### src/rtl/traffic_sensor_cond_if.sv
`default_nettype none
// +------------------------------------------------------------------------+
// | traffic_sensor_cond_if                                                 |
// | Raw sensor inputs and conditioned controller outputs of the sensor     |
// | conditioning stage.                                                    |
// | Revision: 1.0                                                          |
// +------------------------------------------------------------------------+
interface traffic_sensor_cond_if;
  logic i_sens_a;
  logic i_sens_b;
  logic i_ped_btn;
  logic o_TA;
  logic o_TB;
  logic o_P;
  logic o_R;
  logic o_busy;

  modport master (
    output i_sens_a, i_sens_b, i_ped_btn,
    input  o_TA, o_TB, o_P, o_R, o_busy
  );

  modport slave (
    input  i_sens_a, i_sens_b, i_ped_btn,
    output o_TA, o_TB, o_P, o_R, o_busy
  );
endinterface
`default_nettype wire

### src/rtl/traffic_sensor_cond.sv
`default_nettype none
// +------------------------------------------------------------------------+
// | traffic_sensor_cond                                                    |
// | Synchronise/debounce road sensors and push-button; drive TA/TB with a  |
// | minimum hold and P/R pulses from a timed parade sequencer.             |
// | Optional: define PED_QUEUE_EN to queue one press made during a parade. |
// | Revision: 1.0                                                          |
// +------------------------------------------------------------------------+
module traffic_sensor_cond #(
  parameter int DEB_CYCLES    = 4,
  parameter int HOLD_CYCLES   = 8,
  parameter int PARADE_CYCLES = 16,
  parameter int CNT_W         = 8
) (
  input  logic                 i_clk,
  input  logic                 i_rstn,
  traffic_sensor_cond_if.slave bus
);

  localparam logic [CNT_W-1:0] c_deb_last = CNT_W'(DEB_CYCLES - 1);
  localparam logic [CNT_W-1:0] c_hold     = CNT_W'(HOLD_CYCLES);
  localparam logic [CNT_W-1:0] c_parade   = CNT_W'(PARADE_CYCLES);
  localparam logic [CNT_W-1:0] c_one      = CNT_W'(1);

  logic [2:0] w_raw;
  logic [2:0] w_deb;
  logic [1:0] w_traffic;

  // Channel order: 0 = road A, 1 = road B, 2 = pedestrian button
  assign w_raw = {bus.i_ped_btn, bus.i_sens_b, bus.i_sens_a};

  generate
    for (genvar g = 0; g < 3; g++) begin : g_ch
      logic             r_s1;
      logic             r_s2;
      logic             r_deb;
      logic [CNT_W-1:0] r_cnt;
      logic             w_flip;

      assign w_flip = (r_s2 != r_deb) && (r_cnt == c_deb_last);

      always_ff @(posedge i_clk) begin
        if (!i_rstn) begin
          r_s1  <= 1'b0;
          r_s2  <= 1'b0;
          r_deb <= 1'b0;
          r_cnt <= '0;
        end else begin
          r_s1 <= w_raw[g];
          r_s2 <= r_s1;
          if (r_s2 == r_deb) begin
            r_cnt <= '0;
          end else if (w_flip) begin
            r_deb <= r_s2;
            r_cnt <= '0;
          end else begin
            r_cnt <= r_cnt + c_one;
          end
        end
      end

      assign w_deb[g] = r_deb;

      // Road channels stretch their falling edge by the hold time
      if (g < 2) begin : g_hold
        logic [CNT_W-1:0] r_hold;

        always_ff @(posedge i_clk) begin
          if (!i_rstn) begin
            r_hold <= '0;
          end else if (w_flip && r_deb) begin
            r_hold <= c_hold;
          end else if (w_flip) begin
            r_hold <= '0;
          end else if (!r_deb && (r_hold != '0)) begin
            r_hold <= r_hold - c_one;
          end
        end

        assign w_traffic[g] = r_deb | (r_hold != '0);
      end
    end
  endgenerate

  typedef enum logic [1:0] {
    ST_IDLE    = 2'd0,
    ST_REQ     = 2'd1,
    ST_PARADE  = 2'd2,
    ST_RELEASE = 2'd3
  } state_t;

  state_t           r_state;
  state_t           w_state_nxt;
  logic [CNT_W-1:0] r_pcnt;
  logic [CNT_W-1:0] w_pcnt_nxt;
  logic             r_btn_q;
  logic             w_btn_rise;
  logic             w_p;
  logic             w_r;
  logic             w_busy;
`ifdef PED_QUEUE_EN
  logic             r_pend;
  logic             w_pend_nxt;
`endif

  assign w_btn_rise = w_deb[2] & ~r_btn_q;

  always_ff @(posedge i_clk) begin
    if (!i_rstn) begin
      r_state <= ST_IDLE;
      r_pcnt  <= '0;
      r_btn_q <= 1'b0;
`ifdef PED_QUEUE_EN
      r_pend  <= 1'b0;
`endif
    end else begin
      r_state <= w_state_nxt;
      r_pcnt  <= w_pcnt_nxt;
      r_btn_q <= w_deb[2];
`ifdef PED_QUEUE_EN
      r_pend  <= w_pend_nxt;
`endif
    end
  end

  always_comb begin
    w_state_nxt = r_state;
    w_pcnt_nxt  = r_pcnt;
    w_p         = 1'b0;
    w_r         = 1'b0;
    w_busy      = 1'b0;
`ifdef PED_QUEUE_EN
    w_pend_nxt  = r_pend;
    if ((r_state != ST_IDLE) && w_btn_rise) begin
      w_pend_nxt = 1'b1;
    end
`endif
    case (r_state)
      ST_IDLE: begin
        if (w_btn_rise) begin
          w_state_nxt = ST_REQ;
        end
      end
      ST_REQ: begin
        w_p         = 1'b1;
        w_busy      = 1'b1;
        w_state_nxt = ST_PARADE;
        w_pcnt_nxt  = c_parade;
      end
      ST_PARADE: begin
        w_busy     = 1'b1;
        w_pcnt_nxt = r_pcnt - c_one;
        if (r_pcnt == c_one) begin
          w_state_nxt = ST_RELEASE;
        end
      end
      ST_RELEASE: begin
        w_r    = 1'b1;
        w_busy = 1'b1;
`ifdef PED_QUEUE_EN
        // A queued press, or one arriving now, chains straight into a new request
        if (r_pend || w_btn_rise) begin
          w_state_nxt = ST_REQ;
          w_pend_nxt  = 1'b0;
        end else begin
          w_state_nxt = ST_IDLE;
        end
`else
        w_state_nxt = ST_IDLE;
`endif
      end
      default: begin
        w_state_nxt = ST_IDLE;
      end
    endcase
  end

  assign bus.o_TA   = w_traffic[0];
  assign bus.o_TB   = w_traffic[1];
  assign bus.o_P    = w_p;
  assign bus.o_R    = w_r;
  assign bus.o_busy = w_busy;

endmodule
`default_nettype wire

### src/flat_wrapper.sv
// flat-port wrapper written by rule: the top's interface ports become plain ports
module traffic_sensor_cond_flat 
#(
  parameter int DEB_CYCLES    = 4,
  parameter int HOLD_CYCLES   = 8,
  parameter int PARADE_CYCLES = 16,
  parameter int CNT_W         = 8
)
  (i_clk, i_rstn, bus_i_sens_a, bus_i_sens_b, bus_i_ped_btn, bus_o_TA, bus_o_TB, bus_o_P, bus_o_R, bus_o_busy);
  traffic_sensor_cond_if bus_i ();
  input  logic i_clk;
  input  logic i_rstn;
  input wire logic [$bits(bus_i.i_sens_a)-1:0] bus_i_sens_a;
  input wire logic [$bits(bus_i.i_sens_b)-1:0] bus_i_sens_b;
  input wire logic [$bits(bus_i.i_ped_btn)-1:0] bus_i_ped_btn;
  output wire logic [$bits(bus_i.o_TA)-1:0] bus_o_TA;
  output wire logic [$bits(bus_i.o_TB)-1:0] bus_o_TB;
  output wire logic [$bits(bus_i.o_P)-1:0] bus_o_P;
  output wire logic [$bits(bus_i.o_R)-1:0] bus_o_R;
  output wire logic [$bits(bus_i.o_busy)-1:0] bus_o_busy;
  assign bus_i.i_sens_a = bus_i_sens_a;
  assign bus_i.i_sens_b = bus_i_sens_b;
  assign bus_i.i_ped_btn = bus_i_ped_btn;
  assign bus_o_TA = bus_i.o_TA;
  assign bus_o_TB = bus_i.o_TB;
  assign bus_o_P = bus_i.o_P;
  assign bus_o_R = bus_i.o_R;
  assign bus_o_busy = bus_i.o_busy;
  traffic_sensor_cond #(.DEB_CYCLES(DEB_CYCLES), .HOLD_CYCLES(HOLD_CYCLES), .PARADE_CYCLES(PARADE_CYCLES), .CNT_W(CNT_W)) u_core (.i_clk(i_clk), .i_rstn(i_rstn), .bus(bus_i));
endmodule
### config.mk
export PLATFORM = sky130hd
export DESIGN_NAME = traffic_sensor_cond_flat
export DESIGN_NICKNAME = d
export VERILOG_FILES = /design/src/rtl/traffic_sensor_cond_if.sv /design/src/rtl/traffic_sensor_cond.sv /design/src/flat_wrapper.sv
export SDC_FILE = /design/constraint.sdc
export NUM_CORES = 1
export LEC_CHECK = 0
export ABC_AREA = 1
export BUFFER_PORTS_ARGS = -buffer_cell sky130_fd_sc_hd__buf_2
export CORE_ASPECT_RATIO = 1.5
export CORE_MARGIN = 4
export CORE_UTILIZATION = 55
export CTS_CLUSTER_SIZE = 8
export DETAILED_ROUTE_END_ITERATION = 8
export PLACE_DENSITY = 0.72
export SLEW_MARGIN = 5
export SYNTH_ARGS = -nofsm -noshare
export SYNTH_HDL_FRONTEND = slang
export SYNTH_SLANG_ARGS = --single-unit
### constraint.sdc
create_clock -name i_clk -period 2 [get_ports i_clk]
set_input_delay 0.4 -clock i_clk [delete_from_list [all_inputs] [get_ports i_clk]]
set_output_delay 0.4 -clock i_clk [all_outputs]
set_load 0.05 [all_outputs]
==> flow_metrics.env <==
export IMPL_status="complete, no violations"
export IMPL_final_layout_size_suffix_gt1_share_pct=11.0
export IMPL_rows=31
export IMPL_n_antenna_cell=0
export IMPL_setup_slack_ns=0.126
export IMPL_combPwrFrac_pct=36.9
export IMPL_worst_setup_path_start_kind="register"
export IMPL_grt_pass1_vias=2169
export IMPL_swShare_pct=37.6
export IMPL_fmax_mhz=534
export IMPL_fin_skew_ns=0.00607
export IMPL_core_area_um2=4930
export IMPL_dp_slack_ns=0.355
export IMPL_gp_congestion=0.838
export IMPL_dieArea_um2=6380
export IMPL_fin_crit_ns=1.87
export IMPL_detail_route_vias_per_cell=4.82
export IMPL_synth_seq_cells=60
export IMPL_setup_worst_path_start="u_core.g_ch[1].g_hold.r_hold[1]$_SDFFE_PP0P_"
export IMPL_peakVddDrop_mv=1.09
export IMPL_internal_power_mw=2.83
export IMPL_crit_type="register to output port"
export IMPL_arrival_ns=1.47
export IMPL_postCtsHoldBufs=0
export IMPL_dp_cells=458
export IMPL_synth_common_cells="nand2_1, dfxtp_1, nor2_1"
export IMPL_synth_area_per_cell_um2=7.35
export IMPL_fin_area_um2=3220
export IMPL_synth_top_area_cell="dfxtp_1"
export IMPL_synthCells=385
export IMPL_cts_made_buffers=9
export IMPL_routed_wl_um=4820
export IMPL_clockPowerShare_pct=29.2
export IMPL_crit_chain="inv_1 > ha_4 > inv_1 > nor2_1 > nand2_2 > inv_1 > nand2_1 > buf_4"
export IMPL_synth_edf_count=0
export IMPL_power_switching_mw=1.70
export IMPL_drtAntennaViolNets=0
export IMPL_final_util_pct=65.3
export IMPL_crit_buf_inv=4
export IMPL_fin_cells=474
export IMPL_p_seq_share_pct=33.9
export IMPL_dpl_instance_area_um2=2950
export IMPL_cts_htree_levels=3
export IMPL_fillers=453
export IMPL_grt_max_degree=18
export IMPL_clk_pin_slew_ns=0.07
export IMPL_crit_path_max_fanout=5
export IMPL_rr_worst_depth=7
export IMPL_synth_area_um2=2830
export IMPL_rr_startpoint="u_core.r_state[1]$_SDFFE_PN0P_"
export IMPL_cp_common_cell="inv_1"
export IMPL_final_period_utilization_pct=93.7
export IMPL_slew_viol_final=0
export IMPL_hold_viol=0
export IMPL_io_pins=10
export IMPL_clockRootBuffer="clkbuf_8"
export IMPL_synth_ff_type="dfxtp_1"
export IMPL_cts_tree="yes"
export IMPL_dp_hpwl_um=3560
export IMPL_slew_headroom_pct=77.6
export IMPL_fin_setup_tns_ns=0
export IMPL_clk_path_buf_depth=2
export IMPL_die_y_um=95.9
export IMPL_crit_cells=8
export IMPL_end_kind="output port"
export IMPL_async_reset_ff_share_pct=0
export IMPL_cts_setup_buffers=0
export IMPL_cap_violations=0
export IMPL_reg2reg_slack_ns=0.35
export IMPL_rsz0062_at_grt="false"
export IMPL_synth_top_area_share_pct=42.4
export IMPL_ys_seq_area_share_pct=42.4
export IMPL_cp_slowest_cell="dfxtp_1"
export IMPL_p_leak_nw=1.43
export IMPL_crit_end="bus_o_TB"
export IMPL_cts_sinks=60
export IMPL_nets=421
export IMPL_antenna_found_initial=0
export IMPL_vias=2286
export IMPL_crit_required_ns=1.60
export IMPL_timing_hold_ws_ns=0.245
export IMPL_clock_latency_ns=0.33
export IMPL_drtPass1Iterations=4
export IMPL_area_growth_pct=13.7
export IMPL_drc=0
export IMPL_dr_first_iter_drc_count=118
export IMPL_start_util_pct=57.5
export IMPL_grt_total_usage_pct=16.9
export IMPL_power_density_nw_per_um2=1410
export IMPL_yosysUniqueCellTypes=30
export IMPL_crit_family="buffers and inverters"
export IMPL_portBuffers=9
export IMPL_synthTopCellsByArea="dfxtp_1, nand2_1, nor2_1"
export IMPL_grt_pass1_wl_um=8310
export IMPL_synthMostInstantiatedCell="nand2_1"
export IMPL_setup_viol=0
export IMPL_slowest_delay_ns=0.31
export IMPL_die_w_um=66.6
export IMPL_yosys_warnings=0
export IMPL_tightest_slew_ns=0.333
export IMPL_min_path_type="primary input to register"
export IMPL_r2r_end="u_core.r_pcnt[7]$_SDFFE_PN0P_"
export IMPL_syn_nets=403
export IMPL_grt_overflow_total=0
export IMPL_wl_per_cell_um=10.2
export IMPL_total_power_mw=4.53
-- sequential cells by signal, indices dropped and copies added, names as in the netlist --
signal / cells
u_core.g_ch.r_s1: 3
u_core.g_ch.r_deb: 3
u_core.g_ch.r_cnt: 24
u_core.r_state: 2
u_core.r_pcnt: 8
u_core.g_ch.r_s2: 3
u_core.g_ch.g_hold.r_hold: 16
u_core.r_btn_q: 1
-- per-layer routing --
metal | GRT usage [%] | share of wire [%] | up-vias | routed length, µm
li1 | - | - | 1236 | -
met1 | 17.7 | 45 | 1010 | 2150
met2 | 30.4 | 51 | 30 | 2440
met3 | 3.97 | 3.0 | 10 | 146
met4 | 9.49 | 1.7 | 0 | 82
met5 | 0 | 0 | - | 0
-- how the worst min path moves through the flow --
stage,slack [ns],cells past startpoint,to,from
4_1_cts,0.23,3,u_core.g_ch[1].r_s1$_SDFF_PN0_,bus_i_sens_b
3_5_place_dp,0.40,2,u_core.g_ch[2].r_s2$_SDFF_PN0_,u_core.g_ch[2].r_s1$_SDFF_PN0_
5_1_grt,0.25,3,u_core.g_ch[1].r_s1$_SDFF_PN0_,bus_i_sens_b
3_3_place_gp,0.39,2,u_core.g_ch[2].r_s2$_SDFF_PN0_,u_core.g_ch[2].r_s1$_SDFF_PN0_
2_1_floorplan,0.39,2,u_core.g_ch[0].r_s2$_SDFF_PN0_,u_core.g_ch[0].r_s1$_SDFF_PN0_
6_report,0.25,3,u_core.g_ch[1].r_s1$_SDFF_PN0_,bus_i_sens_b
-- worst reg2reg max path: stages, from the launching register on --
cell and delay [ns]:
dfxtp_1 0.37, inv_1 0.09, ha_1 0.44, nand3_1 0.16, nor2_1 0.18, nand2_1 0.09
o21ai_0 0.15, a21oi_1 0.05
-- cells in the final DEF (no fill, tap or decap), types with 2 or more instances in the layout --
master / netlist / final
clkbuf_8: 0 / 9
buf_4: 1 / 2
inv_1: 56 / 54
xnor2_1: 6 / 6
inv_2: 1 / 3
buf_2: 1 / 7
nor2_1: 59 / 57
or2_2: 2 / 2
nand4_1: 3 / 3
dfxtp_1: 60 / 60
nor2_2: 0 / 2
xor2_1: 17 / 17
nand3_2: 3 / 3
ha_1: 13 / 12
nand2_1: 80 / 80
clkinvlp_4: 0 / 2
nand3_1: 24 / 24
a21oi_1: 24 / 24
nor3_1: 5 / 5
bufinv_16: 0 / 3
o21ai_0: 12 / 12
nand2_2: 6 / 6
-- power by group through the flow --
stage          Sequential (mW)  Clock [mW]  Combinational [mW]
2_1_floorplan             1.53           0                1.34
3_5_place_dp              1.56           0                1.61
3_3_place_gp              1.55           0                1.58
5_1_grt                   1.56        1.40                1.93
6_report                  1.54        1.32                1.67
4_1_cts                   1.53        1.35                1.62
-- logic make-up (layout without fill, tap and decap cells) --
kind of cell	Yosys count	in the layout	synth area share, %
AND/OR/NAND/NOR	188	188	28.7
flip-flops	60	60	42.4
buffers and inverters	60	83	8.13
AO/OA/AOI/OAI	40	40	7.29
XOR/XNOR	24	24	7.69
adder cells (fa/ha/maj)	13	13	5.75
-- area by class of cell --
| type | instances | area [µm²] | share of cell area (%) |
|---|---|---|---|
| clock buffers | 9 | 124 | 3.85 |
| clock inverters | 7 | 123 | 3.81 |
| inverters | 57 | 214 | 6.65 |
| multi-input cells | 265 | 1420 | 44.0 |
| flip-flops and latches | 60 | 1200 | 37.3 |
| well taps | 66 | 82.6 | 2.57 |
| repair buffers | 10 | 57.6 | 1.79 |
-- repair_timing --
item	CTS	global route
resized for setup	0	9
setup endpoints to repair	0	2
hold endpoints to repair	0	0
No activity file was read; power rests on OpenSTA's default activity.
